## src/rtl/uart_tx_mmio.sv

```systemverilog
// Bus-mapped 8N1 UART transmitter: byte writes fill a circular TX FIFO, the FSM serializes frames on txd.
// Register window: 0x0 TXDATA (W), 0x4 STATUS (R, W1 to bit3 clears overflow), 0x8 CTRL enable (R/W).
module uart_tx_mmio #(
   parameter int CLKS_PER_BIT = 868,
   parameter int FIFO_DEPTH   = 16
) (
   input  logic        clk,
   input  logic        rst,
   input  logic        memWrite,
   input  logic        memRead,
   input  logic [3:0]  addr,
   input  logic [31:0] wrData,
   output logic [31:0] rdData,
   output logic        txd
);
   localparam int AW = $clog2(FIFO_DEPTH);
   localparam int CW = AW + 1;
   localparam int BW = $clog2(CLKS_PER_BIT);
   localparam logic [BW-1:0] BAUD_RELOAD = BW'(CLKS_PER_BIT - 1);

   typedef enum logic [1:0] {ST_IDLE, ST_START, ST_DATA, ST_STOP} state_t;

   state_t          state_q, state_d;
   logic [BW-1:0]   baud_q, baud_d;
   logic [2:0]      bit_q, bit_d;
   logic [7:0]      shift_q, shift_d;
   logic            txd_q, txd_d;
   logic [AW-1:0]   wr_ptr_q, wr_ptr_d;
   logic [AW-1:0]   rd_ptr_q, rd_ptr_d;
   logic [CW-1:0]   count_q, count_d;
   logic            ovf_q, ovf_d;
   logic            en_q, en_d;
   logic [31:0]     rd_data_q, rd_data_d;
   logic [7:0]      mem_q [FIFO_DEPTH];

   logic            fifo_full, fifo_empty;
   logic            push_req, push_ok, pop;
   logic [31:0]     status;
   logic            unused_wr_hi;

   assign unused_wr_hi = ^wrData[31:8];

   assign fifo_full  = (count_q == CW'(FIFO_DEPTH));
   assign fifo_empty = (count_q == '0);
   assign push_req   = memWrite && (addr == 4'h0);
   // Full is judged on the registered count, so a same-cycle pop never rescues a push.
   assign push_ok    = push_req && !fifo_full;

   always_comb begin
      state_d = state_q;
      baud_d  = baud_q;
      bit_d   = bit_q;
      shift_d = shift_q;
      pop     = 1'b0;
      case (state_q)
         ST_IDLE: begin
            if (en_q && !fifo_empty) begin
               pop     = 1'b1;
               shift_d = mem_q[rd_ptr_q];
               baud_d  = BAUD_RELOAD;
               state_d = ST_START;
            end
         end
         ST_START: begin
            if (baud_q == '0) begin
               baud_d  = BAUD_RELOAD;
               bit_d   = 3'd0;
               state_d = ST_DATA;
            end else begin
               baud_d = baud_q - BW'(1);
            end
         end
         ST_DATA: begin
            if (baud_q == '0) begin
               baud_d = BAUD_RELOAD;
               if (bit_q == 3'd7) begin
                  state_d = ST_STOP;
               end else begin
                  bit_d   = bit_q + 3'd1;
                  shift_d = {1'b0, shift_q[7:1]};
               end
            end else begin
               baud_d = baud_q - BW'(1);
            end
         end
         ST_STOP: begin
            if (baud_q == '0) begin
               // Chain straight into the next start bit so queued frames are contiguous.
               if (en_q && !fifo_empty) begin
                  pop     = 1'b1;
                  shift_d = mem_q[rd_ptr_q];
                  baud_d  = BAUD_RELOAD;
                  state_d = ST_START;
               end else begin
                  state_d = ST_IDLE;
               end
            end else begin
               baud_d = baud_q - BW'(1);
            end
         end
         default: state_d = ST_IDLE;
      endcase

      case (state_d)
         ST_START: txd_d = 1'b0;
         ST_DATA:  txd_d = shift_d[0];
         default:  txd_d = 1'b1;
      endcase
   end

   always_comb begin
      wr_ptr_d = wr_ptr_q + AW'(push_ok);
      rd_ptr_d = rd_ptr_q + AW'(pop);
      count_d  = count_q + CW'(push_ok) - CW'(pop);

      ovf_d = ovf_q;
      if (push_req && fifo_full) begin
         ovf_d = 1'b1;
      end else if (memWrite && (addr == 4'h4) && wrData[3]) begin
         ovf_d = 1'b0;
      end

      en_d = en_q;
      if (memWrite && (addr == 4'h8)) begin
         en_d = wrData[0];
      end

      status = {16'h0, 8'(count_q), 4'h0, ovf_q, fifo_empty, fifo_full, state_q != ST_IDLE};

      rd_data_d = rd_data_q;
      if (memRead) begin
         case (addr)
            4'h4:    rd_data_d = status;
            4'h8:    rd_data_d = {31'h0, en_q};
            default: rd_data_d = 32'h0;
         endcase
      end
   end

   always_ff @(posedge clk) begin
      if (rst) begin
         state_q   <= ST_IDLE;
         baud_q    <= '0;
         bit_q     <= 3'd0;
         shift_q   <= 8'h00;
         txd_q     <= 1'b1;
         wr_ptr_q  <= '0;
         rd_ptr_q  <= '0;
         count_q   <= '0;
         ovf_q     <= 1'b0;
         en_q      <= 1'b1;
         rd_data_q <= 32'h0;
      end else begin
         state_q   <= state_d;
         baud_q    <= baud_d;
         bit_q     <= bit_d;
         shift_q   <= shift_d;
         txd_q     <= txd_d;
         wr_ptr_q  <= wr_ptr_d;
         rd_ptr_q  <= rd_ptr_d;
         count_q   <= count_d;
         ovf_q     <= ovf_d;
         en_q      <= en_d;
         rd_data_q <= rd_data_d;
      end
   end

   always_ff @(posedge clk) begin
      if (push_ok) begin
         mem_q[wr_ptr_q] <= wrData[7:0];
      end
   end

   assign rdData = rd_data_q;
   assign txd    = txd_q;

endmodule

```

## config.mk

```make
export PLATFORM = sky130hd
export DESIGN_NAME = uart_tx_mmio
export DESIGN_NICKNAME = d
export VERILOG_FILES = /design/src/rtl/uart_tx_mmio.sv
export SDC_FILE = /design/constraint.sdc
export NUM_CORES = 1
export LEC_CHECK = 0
export CAP_MARGIN = 10
export CORE_ASPECT_RATIO = 0.7
export CORE_MARGIN = 5
export CORE_UTILIZATION = 35
export CTS_CLUSTER_DIAMETER = 50
export DETAILED_ROUTE_END_ITERATION = 8
export PLACE_DENSITY = 0.55
export SYNTH_ARGS = -nofsm -noshare
export SYNTH_HDL_FRONTEND = slang
export SYNTH_SLANG_ARGS = --single-unit
```

## constraint.sdc

```tcl
create_clock -name clk -period 6.5 [get_ports clk]
set_input_delay 0.65 -clock clk [delete_from_list [all_inputs] [get_ports clk]]
set_output_delay 0.65 -clock clk [all_outputs]
set_load 0.005 [all_outputs]
```

After elaboration in Yosys (flattened, before gate mapping). Memories as Yosys holds them, arrays and structs flattened. A register that Yosys moved wholly into a read port is not among the register bits. Index checks and enable logic that the tools add are counted.

Memory bits (writable): 128. Memories: 1. Register bits after elaboration: 71.

Memories: mem_q (depth 16, width 8, rd ports 1, clocked after memory_dff 1, wr ports 1, line 34) `logic [7:0] mem_q [FIFO_DEPTH];`.

Equality and inequality tests: 13. Reductions and logical operators: 20. $add $sub $neg: 6. Multiplexer cells: 30.

Operators with widths (count): $mux 8 (4); $mux 10 (3); $pmux 10 s3 (1); $pmux 13 s2 (1); $pmux 8 s3 (1); $logic_not 10->1 (1); $mux 2 (5); $sub 10x1->10 const B (1); $mux 3 (3); $add 4x1->4 (2); $ne 2x2->1 const B (4); $pmux 2 s4 (1); $reduce_and 4->1 (2); $logic_and 1x1->1 (7); $mux 1 (7); $eq 2x2->1 const B (3); $pmux 3 s2 (1); $reduce_bool 2->1 (3); $add 5x1->5 (1); $eq 5x5->1 const B (1); $logic_not 5->1 (1); $sub 5x1->5 (1); $eq 2x1->1 const B (2); $eq 4x3->1 const B (1); 10 further kinds (12).

Longest topological paths before layout. Gate-level depths: netlist (run 1).

Word-level depth: 8. Depth in mapped cells: 15.

Least setup slack after synthesis (run 1). Ideal clock, no wire load.

Path type: input to register. From: input port addr[1]. To: register count_q[4]. Library setup time: 0.070 ns. Slack: 3.425 ns. Data arrival time: 3.004 ns. Stages: 12. Cell sequence: nor2_1 nand2_1 or2_2 or3_1 ha_1 inv_1 ha_1 fa_1 a21oi_1 nor2_1 or3_1 a21oi_1.

Word-level cells in the longest chain between the ends: 5.

RTL lines: start: declaration (line 11) `input logic [3:0] addr,`; $logic_not 4->1 (line 45) `assign push_req = memWrite && (addr == 4'h0);`; $logic_and 1x1->1 (line 45); $logic_and 1x1->1 (line 47) `assign push_ok = push_req && !fifo_full;`; $add 5x1->5 (line 114) `count_d = count_q + CW'(push_ok) - CW'(pop);`; $sub 5x1->5 (line 114); end signal: assignment (line 161) `count_q <= count_d;`; end: declaration (line 30) `logic [CW-1:0] count_q, count_d;`.

Every way passes these cells. A chain may end at the register's enable or synchronous reset.

Final worst setup path (run 1).
From: register count_q[3]. To: register count_q[4].

Word-level cells in the longest chain between the ends: 7. Elaborated cells on any way between the ends: 11. Those cells by class: add/sub (2); eq/ne (1); mux (3); reduce/logical (5).

RTL lines (line): branches (longest 6 deep; another with $add 5x1->5); $sub 5x1->5 * (114).

Every way passes the cells marked *.

==> results of run 1 <==
==> worst min-delay path: cells and delay by family (launching register included) <==
family          cells  cell delay (ns)
flops               1             0.32
simple gates        1             0.06
compound gates      1             0.05
==> stage by stage <==
stage               instances  power, mW  instance area, um2  utilization (%)
CTS                       860       3.16                8740             40.2
global route              860       3.32                8740             40.2
floorplan                 562       1.99                7830                -
global placement          829       2.14                8170             37.6
finish                    861       3.13                8740             40.2
detailed placement        829       2.17                8170             37.6
==> area by class of cell <==
type | count | area (um2) | share of cell area, %
flip-flops and latches | 176 | 4810 | 55.0
multi-input cells | 324 | 2650 | 30.3
clock buffers | 17 | 425 | 4.87
well taps | 282 | 353 | 4.04
repair buffers | 33 | 310 | 3.55
clock inverters | 14 | 143 | 1.63
inverters | 14 | 52.6 | 0.601
diodes | 1 | 2.50 | 0.0286
==> per-layer routing <==
layer	vias to the layer above	global-route usage, %
met5	-	0
met4	0	4.03
met3	14	3.46
met2	89	19.7
met1	2259	19.0
li1	2090	-
==> kinds of logic after synthesis <==
logic type | Yosys count | synth area share [%]
DFF | 176 | 62.0
and+or+nand+nor | 139 | 9.43
AOI/OAI and AO/OA | 93 | 8.17
buffers and inverters | 62 | 4.92
muxes | 42 | 11.4
adders and majority gates | 19 | 3.16
xor gates and xnor gates | 8 | 0.904
other | 1 | 0.0484
==> worst max path at each step <==
stage,start,end,cells past startpoint
final,count_q[3],count_q[4],14
after detailed placement,addr[1],count_q[4],13
after global placement,addr[1],count_q[4],13
after floorplan,addr[1],count_q[4],12
after CTS,count_q[3],count_q[4],14
after global routing,count_q[3],count_q[4],14
==> power by group <==
part	switching (mW)	leakage, nW	total, mW	internal, mW
Clock	0.449	0.278	0.988	0.540
Sequential	0.0754	1.54	1.35	1.27
Combinational	0.451	1.09	0.796	0.344
==> registers in the layout, summed over array words and instances (netlist names) <==
name and count:
ovf_q 1, baud_q 10, state_q 2, rdData 9
wr_ptr_q 4, mem_q 128, count_q 5, en_q 1
rd_ptr_q 4, shift_q 8, bit_q 3, txd 1
==> cells in the final DEF (no fill, tap or decap), types with 2 or more instances in the layout <==
cell type and n:
sky130_fd_sc_hd__inv_6 8, sky130_fd_sc_hd__or2_2 2, sky130_fd_sc_hd__conb_1 23, sky130_fd_sc_hd__mux4_1 13, sky130_fd_sc_hd__edfxtp_1 128, sky130_fd_sc_hd__clkdlybuf4s50_1 25
sky130_fd_sc_hd__a2bb2oi_1 2, sky130_fd_sc_hd__a221oi_1 6, sky130_fd_sc_hd__mux4_2 20, sky130_fd_sc_hd__nor3_1 9, sky130_fd_sc_hd__a211oi_1 16, sky130_fd_sc_hd__nand2b_1 4
sky130_fd_sc_hd__inv_1 14, sky130_fd_sc_hd__buf_4 8, sky130_fd_sc_hd__a21oi_1 28, sky130_fd_sc_hd__nand3b_1 6, sky130_fd_sc_hd__clkbuf_16 17, sky130_fd_sc_hd__o21a_1 2
sky130_fd_sc_hd__dfxtp_1 47, sky130_fd_sc_hd__mux2i_1 9, sky130_fd_sc_hd__a21o_1 3, sky130_fd_sc_hd__ha_1 18, sky130_fd_sc_hd__xor2_1 4, sky130_fd_sc_hd__a31oi_1 4
sky130_fd_sc_hd__o221ai_1 2, sky130_fd_sc_hd__o2bb2ai_1 7, sky130_fd_sc_hd__or3_1 4, sky130_fd_sc_hd__nor3b_1 2, sky130_fd_sc_hd__nand3_1 8, sky130_fd_sc_hd__o21ai_0 13
sky130_fd_sc_hd__nor2_1 56, sky130_fd_sc_hd__inv_8 2, sky130_fd_sc_hd__nor2b_1 23, sky130_fd_sc_hd__nand2_1 13, sky130_fd_sc_hd__xnor2_1 4
==> impl_summary.log, run 1 <==
INFO  metric outcome = completed
INFO  metric grt_use_total = 13.2%
INFO  metric post_synth.cell_area_avg = 14.4 um2
INFO  metric first_global_vias = 4,428
INFO  metric clk_transition_reported_paths = 0.07 ns
INFO  metric std_cell_rows = 45
INFO  metric routed_wirelength = 16.0 mm
INFO  metric drt_pass1_iterations = 5
INFO  metric grt_start_max_net_pins = 44
INFO  metric cp_top_family = simple AND/OR/NAND/NOR gates
INFO  metric holdCritPathClass = flop to flop
INFO  metric cts.repair.resized = 0
INFO  metric route.top_layer_used = met4
INFO  metric post_cts_hold_buffer_count = 0
INFO  metric tritoncts.num_buffers = 17
INFO  metric clock_latency_on_the_worst_skew_pair = 0.43 ns
INFO  metric tritoncts_clock_tree = done
INFO  metric final_layout_size_suffix_gt1_share = 11.4%
INFO  metric timing_hold_violations_final = 0
INFO  metric wl_per_cell = 18.6 um
INFO  metric yosys.area.top_type = sky130_fd_sc_hd__edfxtp_1
INFO  metric timing_max_transition_violations_final = 0
INFO  metric final.min_clock_period = 3.54 ns
INFO  metric synth_edf_count = 128
INFO  metric reg2reg_to = count_q[4]
INFO  metric cts.root.buffer_cell = sky130_fd_sc_hd__clkbuf_16
INFO  metric whs_path_depth = 2
INFO  metric transition_time_of_the_tightest_slew_check_pin = 1.17 ns
INFO  metric synth_top_cell_area_share = 49.6%
INFO  metric grt_pass1_wl = 25.2 mm
INFO  metric antenna_violations_before_repair = 0
INFO  metric antenna_violating_nets_post_route = 0
INFO  metric crit_type = flop to flop
INFO  metric timing.critical_path.required = 6.86 ns
INFO  metric setup_slack = 2.96 ns
INFO  metric vias_per_cell = 5.17
INFO  metric static-leakage-power = 2.91 nW
INFO  metric drc = 0
INFO  metric clock_sink_count = 176
INFO  metric synth.ff_latch_count = 176
INFO  metric yosys.cell_count.top_type = sky130_fd_sc_hd__edfxtp_1
INFO  metric postCtsSetupRepairBufs = 0
INFO  metric fin_setup_tns = 0 ns
INFO  metric syn_to_final_growth = 12.8%
INFO  metric yosys-top-cells-count = sky130_fd_sc_hd__edfxtp_1, sky130_fd_sc_hd__nor2_1, sky130_fd_sc_hd__dfxtp_1
INFO  metric coreArea = 21,700 um2
INFO  metric num-fill-cells = 1,982
INFO  metric overflow = 0
INFO  metric synth_area_leaders = sky130_fd_sc_hd__edfxtp_1, sky130_fd_sc_hd__dfxtp_1, sky130_fd_sc_hd__mux4_2
INFO  metric critical_path.cell_chain = inv_1 -> ha_1 -> nor4b_1 -> nor2b_1 -> o21ai_4 -> nor2_1 -> ha_1 -> inv_1 -> ha_1 -> fa_1 -> a21oi_1 -> nor2_1 -> or3_1 -> a21oi_1
INFO  metric detailed_place_hpwl = 10.5 mm
INFO  metric route.vias.total = 4,452
INFO  metric min_to = bit_q[1]
INFO  metric worstSetupStartpointType = flop
INFO  metric starting_utilization_of_the_core_area = 35.7%
INFO  metric timing.rr.start = count_q[3]
INFO  metric r2r_setup_slack = 2.96 ns
INFO  metric max_clock_freq = 0.282 GHz
INFO  metric fp.dieW = 188 um
INFO  metric ios = 73
INFO  metric crit_buf_inv = 2
INFO  metric crit_path_max_fanout = 8
INFO  metric cts_buffer_depth = 2
INFO  metric die_height = 135 um
INFO  metric synth_cell_area = 7750 um2
INFO  metric yosys_warning_count = 0
INFO  metric dp_slack = 2.76 ns
INFO  metric timing.critical_path.slowest_stage_cell = sky130_fd_sc_hd__nor4b_1
INFO  metric synthArstFlopShare = 0%
INFO  metric h-tree-depth = 4
INFO  metric layout.nets = 625
INFO  metric min_period_over_period = 54.5%
INFO  metric p_per_area = 358 nW/um2
INFO  metric syn-instance-count = 540
INFO  metric synth-seq-area-share = 62.0%
INFO  metric drtIter0Drc = 299
INFO  metric fp.dieArea = 25,300 um2
INFO  metric timing.critical_path.slowest_cell_delay = 0.54 ns
INFO  metric worstRegToRegCells = 14
INFO  metric synthDistinctLibCells = 61
INFO  metric portBuffers = 25
INFO  metric setup-violations-final = 0
INFO  metric wl_met3 = 607 um
INFO  metric worstHoldStart = bit_q[1]
INFO  metric worst_clock_skew = 0.00825 ns
INFO  metric cpMostUsedCell = sky130_fd_sc_hd__ha_1
INFO  metric m1WireLength = 8.10 mm
INFO  metric rsz_0062_raised_after_global_routing = false
INFO  metric ir_drop = 174 uV
INFO  metric cp.arrival = 3.91 ns
INFO  metric place_congestion = 0.823
INFO  metric timing.critical_path.to_type = flop
INFO  metric met2WireLength = 7.14 mm
INFO  metric ys_dominant_reg_cell = sky130_fd_sc_hd__edfxtp_1
INFO  metric maxSlewHeadroom = 21.9%
INFO  metric max_cap_viol_count = 0
INFO  metric timing.hold.ws = 0.472 ns
(Power assumes the default switching activity.)
==> run 2, diff against run 1 <==
Settings changed: PLACE_DENSITY 0.55 to 0.57.
Clock period 6.5 ns to 2.9 ns, I/O delays scaled along.
==> impl_summary.log, run 2 (same netlist as run 1, synthesis figures left out) <==
INFO  metric detailed_place_hpwl = 11.0 mm (+4.5%)
INFO  metric final.min_clock_period = 2.75 ns
INFO  metric post_cts_hold_buffer_count = 0 (unchanged)
INFO  metric layout.cells.most_common = sky130_fd_sc_hd__edfxtp_1
INFO  metric transition_time_of_the_tightest_slew_check_pin = 0.901 ns (-0.268 ns)
INFO  metric cp.arrival = 3.11 ns (-0.80 ns)
INFO  metric cp_top_family = simple AND/OR/NAND/NOR gates
INFO  metric worstSetupStartpointType = primary input
INFO  metric reg2reg_to = count_q[4]
INFO  metric outcome = completed
INFO  metric antenna_violations_before_repair = 0 (unchanged)
INFO  metric coreArea = 21,700 um2 (unchanged)
INFO  metric cts.root.buffer_cell = sky130_fd_sc_hd__clkbuf_16
INFO  metric die_height = 135 um (unchanged)
INFO  metric timing_max_transition_violations_final = 0 (unchanged)
INFO  metric final_core_area_utilization = 41.8% (+1.6 points)
INFO  metric timing.hold.ws = 0.458 ns (-0.0142 ns)
INFO  metric timing_hold_violations_final = 0 (unchanged)
INFO  metric whs_path_depth = 2 (unchanged)
INFO  metric ios = 73 (unchanged)
INFO  metric fp.dieW = 188 um (unchanged)
INFO  metric fp.dieArea = 25,300 um2 (unchanged)
INFO  metric worst_clock_skew = 0.0151 ns (+0.00683 ns)
INFO  metric r2r_setup_slack = 0.19 ns (-2.77 ns)
INFO  metric grt_use_total = 12.5% (-0.67 points)
INFO  metric dp_slack = -0.380 ns (-3.14 ns)
INFO  metric drtIter0Drc = 351 (+17%)
INFO  metric first_global_vias = 4,421 (-0.16%)
INFO  metric worstHoldStart = bit_q[2]
INFO  metric max_clock_freq = 0.363 GHz
INFO  metric holdCritPathClass = flop to flop
INFO  metric crit_buf_inv = 2 (unchanged)
INFO  metric maxSlewHeadroom = 39.8% (+18 points)
INFO  metric design_power_total = 7.33 mW (+130%)
INFO  metric timing.critical_path.slowest_cell_delay = 0.42 ns (-0.12 ns)
INFO  metric clock_sink_count = 176 (unchanged)
INFO  metric mostFrequentLayoutCells = sky130_fd_sc_hd__edfxtp_1, sky130_fd_sc_hd__nor2_1, sky130_fd_sc_hd__buf_4
INFO  metric insertedDiodeCount = 0 (-1)
INFO  metric cts_buffer_depth = 2 (unchanged)
INFO  metric tritoncts.num_buffers = 17 (unchanged)
INFO  metric vias_per_cell = 5.09 (-1.5%)
INFO  metric rsz_0062_raised_after_global_routing = false
INFO  metric tritoncts_clock_tree = done
INFO  metric overflow = 0 (unchanged)
INFO  metric route.vias.total = 4,593 (+3.2%)
INFO  metric largest_reg_flops = 128 (unchanged)
INFO  metric syn_to_final_growth = 17.3%
INFO  metric routed_wirelength = 15.7 mm (-2.4%)
INFO  metric antenna_violating_nets_post_route = 0 (unchanged)
INFO  metric registers.top_by_ff_count = mem_q
INFO  metric grt_pass1_wl = 24.4 mm (-3.1%)
INFO  metric min_to = bit_q[2]
INFO  metric timing.critical_path.to_type = flop
INFO  metric h-tree-depth = 4 (unchanged)
INFO  metric p_per_area = 807 nW/um2 (+130%)
INFO  metric placed_area = 8490 um2 (+3.9%)
INFO  metric setup-violations-final = 0 (unchanged)
INFO  metric clock_latency_on_the_worst_skew_pair = 0.43 ns (about the same)
INFO  metric setup_slack = 0.147 ns (-2.81 ns)
INFO  metric drt_pass1_iterations = 5 (unchanged)
INFO  metric wl_per_cell = 17.4 um (-6.8%)
INFO  metric finish.instance_area = 9090 um2 (+4.1%)
INFO  metric static-leakage-power = 3.14 nW (+7.7%)
INFO  metric std_cell_rows = 45 (unchanged)
INFO  metric timing.critical_path.slowest_stage_cell = sky130_fd_sc_hd__clkdlybuf4s50_1
INFO  metric max_cap_viol_count = 0 (unchanged)
INFO  metric crit_type = primary input to flop
INFO  metric portBuffers = 25 (unchanged)
INFO  metric timing.rr.start = count_q[3]
INFO  metric clk_transition_reported_paths = 0.07 ns (about the same)
INFO  metric starting_utilization_of_the_core_area = 35.7% (unchanged)
INFO  metric grt_start_max_net_pins = 25 (-43%)
INFO  metric worstRegToRegCells = 12 (-2)
INFO  metric drc = 0 (unchanged)
INFO  metric final_layout_size_suffix_gt1_share = 18.4% (+7.0 points)
INFO  metric critical_path.cell_chain = clkdlybuf4s50_1 -> nor2_1 -> nand2_1 -> or2_2 -> or3_1 -> ha_1 -> inv_1 -> ha_1 -> fa_2 -> a21oi_2 -> nor2_1 -> or3_1 -> a21oi_1
INFO  metric ir_drop = 662 uV (+280%)
INFO  metric num-fill-cells = 1,960 (-1.1%)
INFO  metric place_congestion = 0.784 (-4.8%)
INFO  metric timing.critical_path.required = 3.26 ns (-3.60 ns)
INFO  metric crit_path_max_fanout = 2 (-6)
INFO  metric min_period_over_period = 94.9%
INFO  metric layout.nets = 666 (+6.6%)
[run 2: changes by cell type in the layout (fill, tap and decap cells not counted), moves of 2 or more]
| cell | previous run | this run |
|---|---|---|
| sky130_fd_sc_hd__clkinv_4 | 1 | 3 |
| sky130_fd_sc_hd__clkinv_2 | 0 | 2 |
| sky130_fd_sc_hd__inv_8 | 2 | 0 |
| sky130_fd_sc_hd__buf_4 | 8 | 48 |
| sky130_fd_sc_hd__inv_6 | 8 | 5 |
[run 2: metal layers]
layer,up-vias,global-route usage (%),wire (um)
met5,-,0,0
met4,0,3.59,160
li1,2170,-,-
met2,138,18.1,6710
met1,2272,18.4,7830
met3,13,3.70,974
[run 2: worst max path at each step]
stage / startpoint / endpoint / depth (start not counted)
CTS: baud_q[1] / count_q[4] / 14
floorplan: count_q[3] / count_q[4] / 15
detailed placement: addr[1] / count_q[4] / 13
global route: baud_q[1] / count_q[4] / 14
finish: addr[1] / count_q[4] / 13
global placement: addr[1] / count_q[4] / 13
[run 2: power by group]
group / total, mW / leakage, nW / internal [mW] / switching (mW)
combinational: 2.08 / 1.31 / 0.975 / 1.10
sequential: 3.01 / 1.54 / 2.85 / 0.158
clock: 2.25 / 0.282 / 1.28 / 0.972
total: 7.33 / 3.14 / 5.10 / 2.23
[run 2: layout make-up]
class                      instances  area [um2]  share of cell area, %
sequential                       176        4810                   52.8
multi-input combinational        324        2670                   29.3
timing repair buffer              74         631                   6.93
clock buffer                      17         425                   4.68
tap                              282         353                   3.88
clock inverter                    15         159                   1.75
inverter                          14        52.6                  0.578
[run 2: timing repair]
item	in CTS	in global routing
pin swaps	0	1
gates cloned	0	0
endpoints found under the setup margin	1	1
buffers inserted	0	0
gates resized for setup	2	5
[run 2: per-stage QoR]
stage,std cells,TNS [ns]
4_1_cts,902,0
2_1_floorplan,562,0
3_3_place_gp,870,-0.373
6_report,902,0
3_5_place_dp,870,-0.436
5_1_grt,902,0
[run 2: worst register-to-register path, delay by kind of cell (launching register included)]
kind            cells  cell delay (ns)
compound gates      2             0.27
fa+ha+maj           4             1.03
buf+inv             2             0.10
flops               1             0.34
simple gates        4             0.89
